--- config.mk ---
export PLATFORM = sky130hd
export DESIGN_NAME = seq_alu
export DESIGN_NICKNAME = d
export VERILOG_FILES = /design/src/rtl/alu_pkg.sv /design/src/rtl/alu_mul_unit.sv /design/src/rtl/seq_alu.sv
export SDC_FILE = /design/constraint.sdc
export NUM_CORES = 1
export LEC_CHECK = 0
export BUFFER_PORTS_ARGS = -buffer_cell sky130_fd_sc_hd__buf_2
export CAP_MARGIN = 25
export CORE_UTILIZATION = 41
export CTS_CLUSTER_SIZE = 14
export DETAILED_ROUTE_END_ITERATION = 16
export GPL_TIMING_DRIVEN = 0
export PLACE_DENSITY = 0.64
export SYNTH_ARGS = -nofsm -noshare
export SYNTH_HDL_FRONTEND = slang
export SYNTH_SLANG_ARGS = --single-unit
--- constraint.sdc ---
create_clock -name CLK -period 4.1 [get_ports CLK]
set_input_delay 0.41 -clock CLK [delete_from_list [all_inputs] [get_ports CLK]]
set_output_delay 0.41 -clock CLK [all_outputs]
set_load 0.05 [all_outputs]
--- src/rtl/alu_pkg.sv ---
// alu_pkg: shared opcode/state enums and flag bundle for the sequential ALU.
package alu_pkg;

    typedef enum logic [3:0] {
        OP_ADD, OP_SUB, OP_AND, OP_OR, OP_XOR, OP_NOT, OP_SHL,
        OP_SHR, OP_SRA, OP_ROL, OP_MUL, OP_CMP, OP_PASSB
    } opcode_e;

    typedef enum logic [1:0] {S_IDLE, S_EXEC, S_MUL, S_DONE} state_e;

    typedef struct packed {
        logic cf;
        logic zf;
        logic nf;
        logic vf;
    } flags_t;

endpackage

--- src/rtl/alu_mul_unit.sv ---
// alu_mul_unit: iterative shift-add unsigned multiplier, one partial product per step.
module alu_mul_unit #(
    parameter int WIDTH = 16
) (
    input  logic               clk,
    input  logic               rst_n,
    input  logic               start_i,
    input  logic               step_i,
    input  logic               last_i,
    input  logic [WIDTH-1:0]   a_i,
    input  logic [WIDTH-1:0]   b_i,
    output logic               done_o,
    output logic [2*WIDTH-1:0] product_o
);

    logic [2*WIDTH-1:0] mcand_q, acc_q;
    logic [WIDTH-1:0]   mplier_q;

    // product_o already includes the current step so the caller can capture it on the last edge
    assign product_o = acc_q + (mplier_q[0] ? mcand_q : '0);
    assign done_o    = step_i & last_i;

    always_ff @(posedge clk or negedge rst_n) begin
        if (!rst_n) begin
            mcand_q  <= '0;
            mplier_q <= '0;
            acc_q    <= '0;
        end else if (start_i) begin
            mcand_q  <= {{WIDTH{1'b0}}, a_i};
            mplier_q <= b_i;
            acc_q    <= '0;
        end else if (step_i) begin
            acc_q    <= product_o;
            mcand_q  <= mcand_q << 1;
            mplier_q <= mplier_q >> 1;
        end
    end

endmodule

--- src/rtl/seq_alu.sv ---
// seq_alu: handshaked ALU with single-cycle ops, iterative multiply and held result/flags.
module seq_alu
    import alu_pkg::*;
#(
    parameter int WIDTH = 16
) (
    input  logic             CLK,
    input  logic             RST_N,
    input  logic             IN_VALID,
    output logic             IN_READY,
    input  logic [3:0]       OPCODE,
    input  logic [WIDTH-1:0] DATA_A,
    input  logic [WIDTH-1:0] DATA_B,
    output logic             OUT_VALID,
    input  logic             OUT_READY,
    output logic [WIDTH-1:0] RESULT,
    output logic             CF,
    output logic             ZF,
    output logic             NF,
    output logic             VF,
    output logic             ERR,
    output logic             BUSY
);

    localparam int SW = $clog2(WIDTH);

    state_e             state_q;
    logic [3:0]         op_q;
    logic [WIDTH-1:0]   a_q, b_q, res_q, res_d;
    logic [SW-1:0]      cnt_q, sh, rot;
    flags_t             flg_q, flg_d;
    logic               err_q, err_d, out_valid_q, busy_q, in_ready_q;
    logic [WIDTH:0]     sum_w, dif_w, shl_w, shr_w, sra_w;
    logic [WIDTH-1:0]   rol_w;
    logic               vf_add, vf_sub, mul_done;
    logic [2*WIDTH-1:0] mul_prod;

    alu_mul_unit #(.WIDTH(WIDTH)) u_mul (
        .clk      (CLK),
        .rst_n    (RST_N),
        .start_i  (state_q == S_IDLE && IN_VALID),
        .step_i   (state_q == S_MUL),
        .last_i   (cnt_q == SW'(WIDTH - 1)),
        .a_i      (DATA_A),
        .b_i      (DATA_B),
        .done_o   (mul_done),
        .product_o(mul_prod)
    );

    assign sh     = b_q[SW-1:0];
    assign rot    = SW'(32'(sh) % WIDTH);
    assign sum_w  = {1'b0, a_q} + {1'b0, b_q};
    assign dif_w  = {1'b0, a_q} - {1'b0, b_q};
    assign vf_add = (a_q[WIDTH-1] == b_q[WIDTH-1]) && (sum_w[WIDTH-1] != a_q[WIDTH-1]);
    assign vf_sub = (a_q[WIDTH-1] != b_q[WIDTH-1]) && (dif_w[WIDTH-1] != a_q[WIDTH-1]);
    // one guard bit on the far side of each shift captures the last bit shifted out
    assign shl_w  = {1'b0, a_q} << sh;
    assign shr_w  = {a_q, 1'b0} >> sh;
    assign sra_w  = $signed({a_q, 1'b0}) >>> sh;
    assign rol_w  = (a_q << rot) | (a_q >> (WIDTH - 32'(rot)));

    always_comb begin
        res_d = '0;
        flg_d = '0;
        err_d = 1'b0;
        case (op_q)
            OP_ADD:   begin res_d = sum_w[WIDTH-1:0]; flg_d.cf = sum_w[WIDTH]; flg_d.vf = vf_add; end
            OP_SUB:   begin res_d = dif_w[WIDTH-1:0]; flg_d.cf = dif_w[WIDTH]; flg_d.vf = vf_sub; end
            OP_AND:   res_d = a_q & b_q;
            OP_OR:    res_d = a_q | b_q;
            OP_XOR:   res_d = a_q ^ b_q;
            OP_NOT:   res_d = ~a_q;
            OP_SHL:   begin res_d = shl_w[WIDTH-1:0]; flg_d.cf = shl_w[WIDTH]; end
            OP_SHR:   begin res_d = shr_w[WIDTH:1]; flg_d.cf = shr_w[0]; end
            OP_SRA:   begin res_d = sra_w[WIDTH:1]; flg_d.cf = sra_w[0]; end
            OP_ROL:   begin res_d = rol_w; flg_d.cf = (sh != '0) && rol_w[0]; end
            OP_MUL:   res_d = '0;
            OP_CMP:   begin res_d = a_q; flg_d.cf = dif_w[WIDTH]; flg_d.vf = vf_sub; end
            OP_PASSB: res_d = b_q;
            default:  err_d = 1'b1;
        endcase
        flg_d.zf = (op_q == OP_CMP) ? (dif_w[WIDTH-1:0] == '0) : (res_d == '0);
        flg_d.nf = (op_q == OP_CMP) ? dif_w[WIDTH-1] : res_d[WIDTH-1];
    end

    always_ff @(posedge CLK or negedge RST_N) begin
        if (!RST_N) begin
            state_q     <= S_IDLE;
            op_q        <= '0;
            a_q         <= '0;
            b_q         <= '0;
            cnt_q       <= '0;
            res_q       <= '0;
            flg_q       <= '0;
            err_q       <= 1'b0;
            out_valid_q <= 1'b0;
            busy_q      <= 1'b0;
            in_ready_q  <= 1'b1;
        end else begin
            case (state_q)
                S_IDLE: if (IN_VALID) begin
                    op_q       <= OPCODE;
                    a_q        <= DATA_A;
                    b_q        <= DATA_B;
                    cnt_q      <= '0;
                    busy_q     <= 1'b1;
                    in_ready_q <= 1'b0;
                    state_q    <= (OPCODE == OP_MUL) ? S_MUL : S_EXEC;
                end
                S_EXEC: begin
                    res_q       <= res_d;
                    flg_q       <= flg_d;
                    err_q       <= err_d;
                    out_valid_q <= 1'b1;
                    state_q     <= S_DONE;
                end
                S_MUL: begin
                    cnt_q <= cnt_q + 1'b1;
                    if (mul_done) begin
                        res_q       <= mul_prod[WIDTH-1:0];
                        flg_q       <= '{cf: |mul_prod[2*WIDTH-1:WIDTH], zf: mul_prod[WIDTH-1:0] == '0,
                                         nf: mul_prod[WIDTH-1], vf: 1'b0};
                        err_q       <= 1'b0;
                        out_valid_q <= 1'b1;
                        state_q     <= S_DONE;
                    end
                end
                S_DONE: if (OUT_READY) begin
                    out_valid_q <= 1'b0;
                    busy_q      <= 1'b0;
                    in_ready_q  <= 1'b1;
                    state_q     <= S_IDLE;
                end
            endcase
        end
    end

    assign IN_READY  = in_ready_q;
    assign OUT_VALID = out_valid_q;
    assign BUSY      = busy_q;
    assign RESULT    = res_q;
    assign CF        = flg_q.cf;
    assign ZF        = flg_q.zf;
    assign NF        = flg_q.nf;
    assign VF        = flg_q.vf;
    assign ERR       = err_q;

endmodule
==> results_dict.tcl, run 1 <==
set metrics [dict create \
    status "complete, but fails checks" \
    violations "setup timing" \
    grt_max_degree 76 \
    tightestPinTransition_ps 1020 \
    ys_ff_latch 146 \
    critical-path-max-stage-delay_ps 520 \
    avgViaCountPerCell 6.54 \
    yosysMostFrequentCell "nand2_1" \
    hold_violations 0 \
    synth.distinct_cells 96 \
    ys.flop_type "dfrtp_1" \
    die_y_um 190 \
    areaGrowthSynthToFinish_pct 14.7 \
    critPathMostFrequentCell "o311ai_2" \
    overflow 0 \
    cts_root_buf "clkbuf_16" \
    synth-edff-count 0 \
    crit_type "flop to flop" \
    cts_made_buffers 17 \
    cp_slowest_cell "dfrtp_2" \
    clk-insertion-delay-late_ps 460 \
    period_share 1.01 \
    cts.sinks 146 \
    crit_arrival_ps 4510 \
    cts.clk_slew.worst_paths_ps 70 \
    syn_inst 1742 \
    end_kind "flop" \
    path_cells "clkbuf_2, inv_1, ha_1, buf_2, nand2b_1, o311ai_2, o21a_2, o311ai_2, o21ai_0, a2111oi_2, buf_1, and4b_1, nand4_1, o211ai_2" \
    yosysSeqAreaShare 0.253 \
    synth.top_cell.area_share 0.251 \
    routabilityCongestion 1.01 \
    synth_nets 1874 \
    ant_nets 0 \
    startpoint_type "flop" \
    timing.final.crit_period_ps 4130 \
    avgSynthCellArea_um2 8.29 \
    start_util 0.417 \
    grt_pass1_vias 14500 \
    synth_area_um2 14400 \
    via_count 15100 \
    tritoncts "built" \
    portBuffers 63 \
    firstDrtPassIters 5 \
    io_pins 64 \
    wl_per_cell_um 31.3 \
    timing.fmax_mhz 242 \
    track_usage 0.402 \
    die-area_um2 36000 \
    ys_warn_count 0 \
    die_x_um 190 \
    htree_levels 4 \
    cp_max_fo 10 \
    nFillCells 3443 \
    dr.first_iter.drc_count 1667 \
    routed_wl_mm 72.2 \
    grt_pass1_wl_mm 103 \
    drive_gt1_frac 0.171 \
    multi_input_area_um2 10400 \
    crit_required_ps 4490 \
    regArea_um2 3660 \
    reg2regPathDepth 14 \
    slew_headroom 0.319 \
    grt_antenna_before_repair 1 \
    synth_top_area_cell "dfrtp_1" \
    drc 0 \
    final_max_slew_viol_count 0 \
    clk_path_buf_depth 2 \
    synth-async-reset-ratio 1.00 \
    placed_area_um2 15400 \
    finalWorstSetupSlack_ps -28.5 \
    setup_viol 1 \
    synthTopCellsByCount "nand2_1, o21ai_0, nor2_1" \
    final_design_area_no_fill_um2 16600 \
    finClkSkew_ps 13.2 \
    nNetsFinal 1969 \
    drv_cap 0 \
    placementRows 68 \
    ys_top_cells_by_area "dfrtp_1, mux2i_1, ha_1" \
    holdCritPathClass "primary input to async pin" \
    dp_hpwl_mm 57.2 \
    hold_buffers 0 \
    core_um2 34600 \
]
[placed cells by master, fill, tap and decap left out, types with 10 or more instances in the layout]
| master | n |
|---|---|
| a211oi_1 | 21 |
| a21o_1 | 13 |
| a21oi_1 | 114 |
| a221oi_1 | 11 |
| a31oi_1 | 12 |
| and2_1 | 39 |
| and3_1 | 10 |
| buf_2 | 93 |
| buf_4 | 18 |
| clkbuf_1 | 61 |
| clkbuf_16 | 17 |
| clkbuf_2 | 13 |
| dfrtp_1 | 137 |
| ha_1 | 85 |
| inv_1 | 62 |
| mux2_2 | 18 |
| mux2i_1 | 111 |
| mux4_2 | 31 |
| nand2_1 | 161 |
| nand2b_1 | 14 |
| nand3_1 | 37 |
| nand4_1 | 19 |
| nor2_1 | 148 |
| nor2b_1 | 12 |
| nor3_1 | 31 |
| nor4_1 | 13 |
| o211ai_1 | 24 |
| o21a_1 | 11 |
| o21ai_0 | 145 |
| o22ai_1 | 12 |
| or2_2 | 13 |
| xnor2_1 | 31 |
| xor2_1 | 12 |
[state kept, by name, summed over array words and instances, names as in the netlist, 2 cells and up]
| register | cells |
|---|---|
| u_mul.acc_q | 32 |
| u_mul.mcand_q | 32 |
| RESULT | 16 |
| a_q | 16 |
| b_q | 16 |
| u_mul.mplier_q | 16 |
| cnt_q | 4 |
| op_q | 4 |
| state_q | 2 |
[layer usage]
layer / up-vias / routed length, µm / track usage
met5: - / 0 / 0
met4: 0 / 4950 / 0.233
met3: 215 / 5690 / 0.0760
met2: 823 / 33300 / 0.653
met1: 7385 / 28300 / 0.496
li1: 6662 / - / -
[metrics by stage]
step / setup WS (ps) / hold WS (ps) / TNS [ps] / util / cells
after global routing: -2.99 / 57.5 / -2.99 / 0.478 / 2304
final: -28.5 / 6.84 / -28.5 / 0.478 / 2306
after global placement: -1840 / 473 / -22550 / 0.442 / 2260
after floorplan: 341 / 114 / 0 / - / 1742
after CTS: -30.6 / 30.4 / -30.6 / 0.471 / 2299
after detailed placement: -1620 / 480 / -21260 / 0.445 / 2266
[critical path: cells and delay by family (launching register included)]
kind | cells | cell delay, ps
DFF | 1 | 520
adders and majority gates | 1 | 320
buffers and inverters | 4 | 1030
and+or+nand+nor | 3 | 570
AOI/OAI and AO/OA | 6 | 1600
[kinds of logic (layout without fill, tap and decap cells)]
group,count (synthesis),in the layout,synth area share
AND/OR/NAND/NOR,567,567,0.195
flip-flops,146,146,0.253
adder cells (fa/ha/maj),92,92,0.0813
other,0,2,0
XOR/XNOR,44,44,0.0277
multiplexers,163,163,0.142
AO/OA/AOI/OAI,530,530,0.243
buffers and inverters,200,307,0.0573
[final cells by class]
cell class,instances,share of cell area
Multi-Input combinational cell,1396,0.626
Sequential cell,146,0.221
Buffer,129,0.0384
Tap cell,455,0.0344
Timing Repair Buffer,79,0.0274
Clock buffer,20,0.0270
Inverter,68,0.0162
Clock inverter,11,0.00922
Antenna cell,2,0.000302
[final timing paths]
check / start / end / slack, ps
worst max register to register: a_q[4] / ZF / -30
worst max-delay path: a_q[4] / ZF / -30
min in group CLK: OPCODE[2] / op_q[2] / 170
max in group asynchronous: RST_N / u_mul.mcand_q[29] / 3180
worst min register to register: ERR / ERR / 490
worst min-delay path: RST_N / u_mul.mplier_q[2] / 7
[what timing repair did]
item	CTS	global route
buffers inserted	4	4
pin swaps	1	3
resized for setup	84	63
cloned	0	0
setup endpoints to repair	20	13
Power of run 1 is left out: the tool's default activity adds up to more than one toggle a clock period on the data nets, which glitch-free logic cannot reach.
==> inputs of run 2 (changes only) <==
- TNS_END_PERCENT: default -> 10
==> results_dict.tcl, run 2 (synthesis gave the netlist of run 1 again) <==
set metrics [dict create \
    status "complete, but fails checks" \
    violations "setup timing" \
    ant_nets 0 \
    die_y_um 190 \
    tritoncts "built" \
    final_cell_mix "nand2_1, nor2_1, o21ai_0" \
    rsz0062_at_grt "true" \
    m1WireLength_mm 28.4 \
    wl_met3_mm 5.36 \
    drc 0 \
    routed_wl_mm 71.9 \
    path_cells "clkbuf_2, inv_1, ha_1, buf_2, nand2b_1, o311ai_1, o21a_2, o311ai_1, o21ai_0, a2111oi_2, buf_1, and4b_1, nand4_1, o211ai_2" \
    holdCritPathClass "primary input to async pin" \
    wl_per_cell_um 31.2 \
    postLayoutCoreUtil 0.475 \
    end_kind "flop" \
    hold_violations 0 \
    dp_hpwl_mm 57.2 \
    drive_gt1_frac 0.163 \
    crit_required_ps 4480 \
    cts_root_buf "clkbuf_16" \
    grt_antenna_before_repair 1 \
    highest_layer "met4" \
    timing.final.crit_period_ps 4170 \
    via_count 15100 \
    period_share 1.02 \
    crit_arrival_ps 4550 \
    reg_top3 "u_mul.acc_q (32), u_mul.mcand_q (32)" \
    portBuffers 63 \
    critical-path-max-stage-delay_ps 520 \
    met2_length_mm 33.4 \
    drv_cap 0 \
    placementRows 68 \
    final_common_cell "nand2_1" \
    io_pins 64 \
    grt_pass1_vias 14500 \
    slew_headroom 0.163 \
    finalWorstSetupSlack_ps -69.4 \
    finClkSkew_ps 12.9 \
    die_x_um 190 \
    hold_ws_ps 5.55 \
    die-area_um2 36000 \
    avgViaCountPerCell 6.57 \
    timing.fmax_mhz 240 \
    start_util 0.417 \
    htree_levels 4 \
    cp_max_fo 10 \
    tightestPinTransition_ps 1250 \
    track_usage 0.401 \
    nNetsFinal 1965 \
    placed_area_um2 15400 \
    grt_pass1_wl_mm 103 \
    cts.clk_slew.worst_paths_ps 70 \
    firstDrtPassIters 6 \
    dpl_worst_slack_ps -1620 \
    overflow 0 \
    crit_type "flop to flop" \
    cp_slowest_cell "dfrtp_2" \
    clk_path_buf_depth 2 \
    areaGrowthSynthToFinish_pct 14.0 \
    setup_viol 2 \
    dr.first_iter.drc_count 1652 \
    cts.sinks 146 \
    critPathMostFrequentCell "o311ai_1" \
    grt_max_degree 76 \
    startpoint_type "flop" \
    clk-insertion-delay-late_ps 460 \
    routabilityCongestion 1.01 \
    core_um2 34600 \
    final_design_area_no_fill_um2 16500 \
    final_max_slew_viol_count 0 \
    cts_made_buffers 17 \
]
==> run 2: worst max-delay path, delay by kind of cell (launching register included) <==
kind,cells,cell delay [ps]
DFF,1,520
adders and majority gates,1,330
and+or+nand+nor,3,490
buffers and inverters,4,1030
AOI/OAI and AO/OA,6,1700
==> run 2: final cells by class <==
type | instances | area (µm²)
Antenna cell | 2 | 5.00
Buffer | 130 | 638
Clock buffer | 20 | 447
Clock inverter | 11 | 153
Fill cell | 3448 | 18200
Inverter | 68 | 264
Multi-Input combinational cell | 1396 | 10300
Sequential cell | 146 | 3660
Tap cell | 455 | 569
Timing Repair Buffer | 74 | 417
==> run 2: final timing paths <==
kind | from | end | slack, ps | depth (start not counted)
max | a_q[4] | ZF | -70 | 14
min | RST_N | u_mul.mplier_q[2] | 6 | 1
max reg2reg | a_q[4] | ZF | -70 | 14
min reg2reg | ERR | ERR | 490 | 2
max in group asynchronous | RST_N | u_mul.mcand_q[29] | 3190 | 2
min in group CLK | OPCODE[2] | op_q[2] | 170 | 3
==> run 2: per-stage QoR <==
step	cells	TNS, ps
final	2302	-82.6
after global routing	2300	-161
after detailed placement	2266	-21260
after CTS	2297	-30.6
after floorplan	1742	0
after global placement	2260	-22550
==> run 2: repair_timing <==
action | in CTS | in global routing
setup endpoints to repair | 20 | 14
pin swaps | 1 | 1
buffers inserted | 2 | 1
hold endpoints to repair | 0 | 0
gates cloned | 0 | 0
hold buffers | 0 | 0
gates resized for setup | 85 | 47
==> run 2: layer usage <==
metal	vias to the layer above	track usage
met5	-	0
met2	797	0.651
met1	7450	0.495
met4	0	0.237
met3	194	0.0762
li1	6675	-
Power of run 2 is left out for the same reason.
